===== config.mk =====
export PLATFORM = sky130hd
export DESIGN_NAME = two_bit_serial_comparator
export DESIGN_NICKNAME = d
export VERILOG_FILES = /design/src/rtl/two_bit_serial_comparator.sv
export SDC_FILE = /design/constraint.sdc
export NUM_CORES = 1
export LEC_CHECK = 0
export ABC_AREA = 1
export BUFFER_PORTS_ARGS = -buffer_cell sky130_fd_sc_hd__buf_2
export CORE_ASPECT_RATIO = 0.7
export CORE_UTILIZATION = 56
export DETAILED_ROUTE_END_ITERATION = 16
export PLACE_DENSITY = 0.92
export SETUP_SLACK_MARGIN = 0.4
export SLEW_MARGIN = 20
export SYNTH_ARGS = -nofsm -noshare
export SYNTH_HDL_FRONTEND = slang
export SYNTH_SLANG_ARGS = --single-unit
export TNS_END_PERCENT = 30

===== constraint.sdc =====
create_clock -name clk -period 3.3 [get_ports clk]
set_input_delay 0.99 -clock clk [delete_from_list [all_inputs] [get_ports clk]]
set_output_delay 0.99 -clock clk [all_outputs]
set_load 0.01 [all_outputs]

===== src/rtl/two_bit_serial_comparator.sv =====
// Serial magnitude comparator: compares two WIDTH-bit operands CHUNK bits per cycle, MSB slice first.
// Latency: start captured at edge 0; done pulses in cycle j+2 (j = first differing slice) or N+1 if equal.
// Backpressure: none; start is only sampled in IDLE, so a request while busy/done is dropped.
//
// Ports:
//   clk          rising-edge clock for all state
//   reset_n      synchronous active-low reset
//   start        compare request, sampled only in IDLE
//   signed_mode  1 = two's-complement compare, 0 = unsigned
//   a, b         operands (captured on the accepting edge)
//   busy         high while slices are being compared (RUN)
//   done         one-cycle pulse, result valid
//   gt, eq, lt   result flags, held until the next completed compare
module two_bit_serial_comparator #(
  parameter int WIDTH = 8,
  parameter int CHUNK = 2
) (
  input  logic             clk,
  input  logic             reset_n,
  input  logic             start,
  input  logic             signed_mode,
  input  logic [WIDTH-1:0] a,
  input  logic [WIDTH-1:0] b,
  output logic             busy,
  output logic             done,
  output logic             gt,
  output logic             eq,
  output logic             lt
);

  // WIDTH must be a non-zero multiple of CHUNK; N is the slice count.
  localparam int N    = WIDTH / CHUNK;
  localparam int IDXW = (N > 1) ? $clog2(N) : 1;

  typedef enum logic [1:0] {
    IDLE = 2'd0,
    RUN  = 2'd1,
    DONE = 2'd2
  } state_t;

  state_t            state_q, state_d;
  logic [IDXW-1:0]   idx_q, idx_d;
  logic [WIDTH-1:0]  a_q, a_d;
  logic [WIDTH-1:0]  b_q, b_d;
  logic              sgn_q, sgn_d;
  logic              gt_q, gt_d;
  logic              eq_q, eq_d;
  logic              lt_q, lt_d;

  // Operands as seen by the unsigned slice compare.
  logic [WIDTH-1:0]  a_op, b_op;
  logic [CHUNK-1:0]  a_sl, b_sl;
  logic              last_slice;

  // Flipping both sign bits maps two's-complement order onto unsigned
  // order, so a single unsigned slice comparator serves both modes.
  always_comb begin
    a_op = a_q;
    b_op = b_q;
    a_op[WIDTH-1] = a_q[WIDTH-1] ^ sgn_q;
    b_op[WIDTH-1] = b_q[WIDTH-1] ^ sgn_q;
  end

  // Slice select as a constant-indexed mux: slice s sits at the top of
  // the word minus s*CHUNK bits.
  always_comb begin
    a_sl = '0;
    b_sl = '0;
    for (int s = 0; s < N; s++) begin
      if (idx_q == IDXW'(s)) begin
        a_sl = a_op[WIDTH-1-s*CHUNK -: CHUNK];
        b_sl = b_op[WIDTH-1-s*CHUNK -: CHUNK];
      end
    end
  end

  assign last_slice = (idx_q == IDXW'(N - 1));

  // Next-state and datapath control.
  always_comb begin
    state_d = state_q;
    idx_d   = idx_q;
    a_d     = a_q;
    b_d     = b_q;
    sgn_d   = sgn_q;
    gt_d    = gt_q;
    eq_d    = eq_q;
    lt_d    = lt_q;

    unique case (state_q)
      IDLE: begin
        if (start) begin
          a_d     = a;
          b_d     = b;
          sgn_d   = signed_mode;
          idx_d   = '0;
          state_d = RUN;
        end
      end

      RUN: begin
        // The first differing slice decides; lower slices cannot change it.
        if (a_sl > b_sl) begin
          gt_d    = 1'b1;
          eq_d    = 1'b0;
          lt_d    = 1'b0;
          state_d = DONE;
        end else if (a_sl < b_sl) begin
          gt_d    = 1'b0;
          eq_d    = 1'b0;
          lt_d    = 1'b1;
          state_d = DONE;
        end else if (last_slice) begin
          gt_d    = 1'b0;
          eq_d    = 1'b1;
          lt_d    = 1'b0;
          state_d = DONE;
        end else begin
          idx_d   = idx_q + 1'b1;
        end
      end

      DONE: begin
        state_d = IDLE;
      end

      default: begin
        state_d = IDLE;
      end
    endcase
  end

  always_ff @(posedge clk) begin
    if (!reset_n) begin
      state_q <= IDLE;
      idx_q   <= '0;
      a_q     <= '0;
      b_q     <= '0;
      sgn_q   <= 1'b0;
      gt_q    <= 1'b0;
      eq_q    <= 1'b0;
      lt_q    <= 1'b0;
    end else begin
      state_q <= state_d;
      idx_q   <= idx_d;
      a_q     <= a_d;
      b_q     <= b_d;
      sgn_q   <= sgn_d;
      gt_q    <= gt_d;
      eq_q    <= eq_d;
      lt_q    <= lt_d;
    end
  end

  assign busy = (state_q == RUN);
  assign done = (state_q == DONE);
  assign gt   = gt_q;
  assign eq   = eq_q;
  assign lt   = lt_q;

endmodule


# Word-level counts from Yosys, hierarchy flattened

Index checks and enable logic that the tools add are counted.

Flip-flop bits (word level): 24
Output and inout bits: 5
Input port bits: 20

Add/subtract/negate cells: 1
Multiplexer cells: 26
Reduce and logical (&&, ||, !) cells: 8
Bitwise operators: 2
Equal/unequal tests: 10
Order comparisons: 2

Operator list:

| kind                | count |
|---|---|
| $mux 2              | 16 |
| $mux 1              | 8 |
| $ne 2x2->1 const B  | 4 |
| $pmux 2 s2          | 2 |
| $eq 2x2->1 const B  | 3 |
| $reduce_and 2->1    | 3 |
| $reduce_and 5->1    | 1 |
| $eq 2x1->1 const B  | 2 |
| $logic_not 2->1     | 2 |
| $ne 4x1->1 const B  | 1 |
| $reduce_bool 3->1   | 1 |
| $add 2x1->2 const B | 1 |
| $gt 2x2->1          | 1 |
| $lt 2x2->1          | 1 |
| $reduce_bool 2->1   | 1 |
| $xor 1x1->1         | 2 |

# Depth between registers and ports, before layout

Depth after elaboration: 9
Gate-level depth with buffers: 16

# Worst setup path before layout

OpenSTA, ideal clock, no wires.

Path type: flip-flop to flip-flop
Start: register idx_q[1]
End: register lt_q, in the netlist lt
Arrival time: 1.788 ns
Slack: 1.395 ns
Buffers on the path: 0
Cell stages (with the launch flop): 15
Data required time: 3.183 ns
Cells stage by stage: dfxtp_1 inv_1 ha_1 nor2_1 nand3_1 nand2_1 nand2_1 a21oi_1 ha_1 nand2_1 nand2_1 nand3_1 nand2_1 nand2_1 a21oi_1

Word-level cells in the longest chain between the ends: 8

RTL lines:

| item                                                         | line     | source |
|---|---|---|
| start: declaration                                           | 42       | `logic [IDXW-1:0] idx_q, idx_d;` |
| start signal: assignment                                     | 145      | `idx_q <= idx_d;` |
| $logic_not 2->1                                              | 70       | `if (idx_q == IDXW'(s)) begin` |
| $mux 2 (4 in series)                                         | 70       |  |
| $gt 2x2->1 / $lt 2x2->1 (equally long branches)              | 103, 108 |  |
| $reduce_bool 3->1 (no line) / $mux 1 (equally long branches) | n/a      |  |
| $reduce_and 2->1 (no line) / $mux 1 (equally long branches)  | n/a      |  |
| end signal: assignment                                       | 151      | `lt_q <= lt_d;` |
| end: declaration                                             | 48       | `logic lt_q, lt_d;` |

Several ways; a longest one is shown, not always the timed one.
A chain may end at the register's enable or synchronous reset.

# Final worst setup path

Start: register idx_q[1]
End: register gt_q, in the netlist gt

Word-level cells in the longest chain between the ends: 8

RTL lines:

| item                                                         | line     | source |
|---|---|---|
| $logic_not 2->1                                              | 70       |  |
| $mux 2 (4 in series)                                         | 70       |  |
| $gt 2x2->1 / $lt 2x2->1 (equally long branches)              | 103, 108 |  |
| $reduce_bool 3->1 (no line) / $mux 1 (equally long branches) | n/a      |  |
| $reduce_and 2->1 (no line) / $mux 1 (equally long branches)  | n/a      |  |
| end signal: assignment                                       | 149      | `gt_q <= gt_d;` |
| end: declaration                                             | 46       | `logic gt_q, gt_d;` |

Several ways; a longest one is shown, not always the timed one.

==> results.toml <==
[run_status]
result_of_the_run = "complete, no violations"

[worst_setup_path]
r2r_cells = 14
worstPathCellList = "inv_1 -> ha_1 -> nor2_1 -> nand3_1 -> nand2_1 -> nand2_1 -> a21oi_1 -> ha_1 -> nand2_1 -> nand2_1 -> nand3_1 -> nand2_1 -> nand2_1 -> a21oi_1"
timing.critical_path.fanout_max = 5
setup.worst_path.class = "flip-flop to flip-flop"
setup.worst_path.start_class = "flip-flop"
timing.critical_path.slowest_cell_delay_ps = 390
reg2reg_slack_ps = 1090
critical_path.startpoint = "idx_q[1]$_SDFFE_PN0P_"
critPathCapture = "gt$_SDFFE_PN0P_"
timing.critical_path.slowest_stage_cell = "dfxtp_1"
worst-endpoint-required_ps = 3530
timing.critical_path.arrival_ps = 2440
r2r-start = "idx_q[1]$_SDFFE_PN0P_"
worstReg2RegEnd = "gt$_SDFFE_PN0P_"
crit_path_capture_type = "flip-flop"
cpMostUsedCell = "nand2_1"

[drt]
detail_route.vias_per_cell = 5.37
drt-total-wl_um = 2510
detailedRoute.firstIterationViolations = 36
antenna_violating_nets_left = 0
avgRoutedWirePerCell_um = 12.3
via_count = 1095
drt_pass1_iterations = 4
detail_route.drc_violations = 0

[sta]
clock_skew_ps = 1.91
worst-slew-pin-transition_ps = 336
finalWorstPathRequiredPeriod_ps = 2210
final.setup.tns_ps = 0
clock.fmax_mhz = 453
worst_slew_margin_rel_pct = 77.6
fin_worst_hold_slack_ps = 471
setup_viol_count_final = 0
hold_viol = 0
timing.final.crit_share_pct = 66.9
rsz0062_at_grt = "no"
maxSlewViolCount = 0

[clock_network]
cts_tree = "built"
cts.reportedPaths.clkPinSlew_ps = 130
htreeDepth = 1
holdBufCountCts = 0
cts_setup_buffers = 0
clk_tree_root_cell = "clkbuf_4"
cts.repair.resized = 0
cts_made_buffers = 3
clock_path_buffers = 2
worst_skew_pair.late_latency_ps = 320
clock_sink_count = 24

[global_route]
number_of_global_route_vias_before_repair = 900
largest_net_degree_at_the_start_of_global_routing = 25
grt.total_usage_pct = 24.5
grt_first_pass_wirelength_um = 3980
grt_overflow_total = 0
antenna_violations_before_repair = 0

[pwr]
switching_share_pct = 42.1
internal_power_mw = 0.589
p_seq_share_pct = 39.3
power.share.clock_pct = 15.5
total_switching_power_mw = 0.427
leakage_nw = 0.636
share_comb_of_total_power_pct = 45.2
vdd.ir_drop.worst_v = 0.000504
p_total_mw = 1.02
power_per_cell_area_nw_per_um2 = 786

[floorplanning]
die_area_um2 = 2260
io_count = 25
core_area_um2 = 1900
fp.dieW_um = 56.4
initial_utilization_pct = 60.9
chipHeight_um = 40.1
num_rows = 13

[flow_run]
cap_viol_max_count = 0

[cells_and_area]
flow.area_growth_from_synthesis_pct = 11.6
antennaDiodeCount = 0
fill_cells = 158
post_route_cells_drive_above_1_share_pct = 19.2
nets = 209
finalCoreUtilization_pct = 67.9

[yosys]
synth_cell_type_count = 21
synth_area_um2 = 1160
synth.yosys.warnings = 0
ys_seq_area_share_pct = 41.5
postSynthAreaPerCell_um2 = 7.29
postSynthCellCount = 159
register_bit_count_reported_by_yosys = 24
mapped_nets = 185

[placed_design]
dp_hpwl_um = 1880
placement.io_buffers = 24
place.gp.congestion = 0.864

[hold_path]
min_delay_path_depth = 2
hold_class = "flip-flop to flip-flop"
## how the worst min path moves through the flow
stage	slack [ps]	from	endpoint
2_1_floorplan	450	b_q[7]$_SDFFE_PN0P_	b_q[7]$_SDFFE_PN0P_
6_report	470	lt$_SDFFE_PN0P_	lt$_SDFFE_PN0P_
3_5_place_dp	450	lt$_SDFFE_PN0P_	lt$_SDFFE_PN0P_
3_3_place_gp	450	lt$_SDFFE_PN0P_	lt$_SDFFE_PN0P_
5_1_grt	490	lt$_SDFFE_PN0P_	lt$_SDFFE_PN0P_
4_1_cts	470	lt$_SDFFE_PN0P_	lt$_SDFFE_PN0P_
## registers in the layout, summed over array words and instances (netlist names)
signal and count:
a_q 8, b_q 8, eq 1, gt 1, idx_q 2, lt 1
sgn_q 1, state_q 2
## layout make-up
class	instances	area, um2	area share [%]
Tap cell	22	27.5	2.13
Timing Repair Buffer	24	120	9.29
Multi-Input combinational cell	116	571	44.1
Clock buffer	4	36.3	2.81
Inverter	14	57.6	4.45
Sequential cell	24	480	37.2
## worst max-delay path, delay by kind of cell, from the launching register on
family	cells	cell delay [ps]
compound gates	2	190
fa+ha+maj	2	500
buf+inv	1	90
flops	1	390
simple gates	9	950
## synthesized netlist by cell type, drive strengths merged
cell type  count  share of area, %
a21oi         12               5.2
a21boi         2               1.3
a22oi          2               1.3
nand3          8               3.9
o21ai         18               7.8
nand2         23               8.1
clkbuf         2              0.65
buf            3               3.7
inv           14               5.0
nor2          44                15
ha             6               6.5
dfxtp         24                41
or2            1              0.54
## routing by layer
metal  track usage [%]  vias up  wire length (um)
li1                  -      556                 -
met1              28.4      464              1040
met2              44.6       61              1140
met3              8.06       14               253
met4              8.54        0                72
met5                 0        -                 0
## metrics by stage
| step | cells | worst slack (ps) | instance area (um2) |
|---|---|---|---|
| floorplan | 159 | 1400 | 1160 |
| global placement | 200 | 1300 | 1260 |
| detailed placement | 200 | 1180 | 1260 |
| CTS | 204 | 1130 | 1290 |
| global route | 204 | 876 | 1290 |
| finish | 204 | 1090 | 1290 |
## power groups by stage
stage	Combinational [mW]	Sequential [mW]	Clock (mW)
2_1_floorplan	0.367	0.399	0
3_3_place_gp	0.422	0.400	0
3_5_place_dp	0.449	0.406	0
4_1_cts	0.455	0.400	0.159
5_1_grt	0.523	0.407	0.170
6_report	0.459	0.399	0.158
## layout by cell type (no fill, tap or decap), drive strengths merged
master	count
a22oi	2
dfxtp	24
a21boi	2
inv	14
a21oi	12
o21ai	18
nand3	8
ha	6
nor2	44
or2	1
clkbuf	4
buf	24
nand2	23
## kinds of logic after synthesis
kind of cell / Yosys count / synth area share [%]
AOI/OAI and AO/OA: 34 / 15.6
DFF: 24 / 41.5
buffers and inverters: 19 / 9.29
adders and majority gates: 6 / 6.48
and+or+nand+nor: 76 / 27.2
Power figures use the tool's default switching activity.
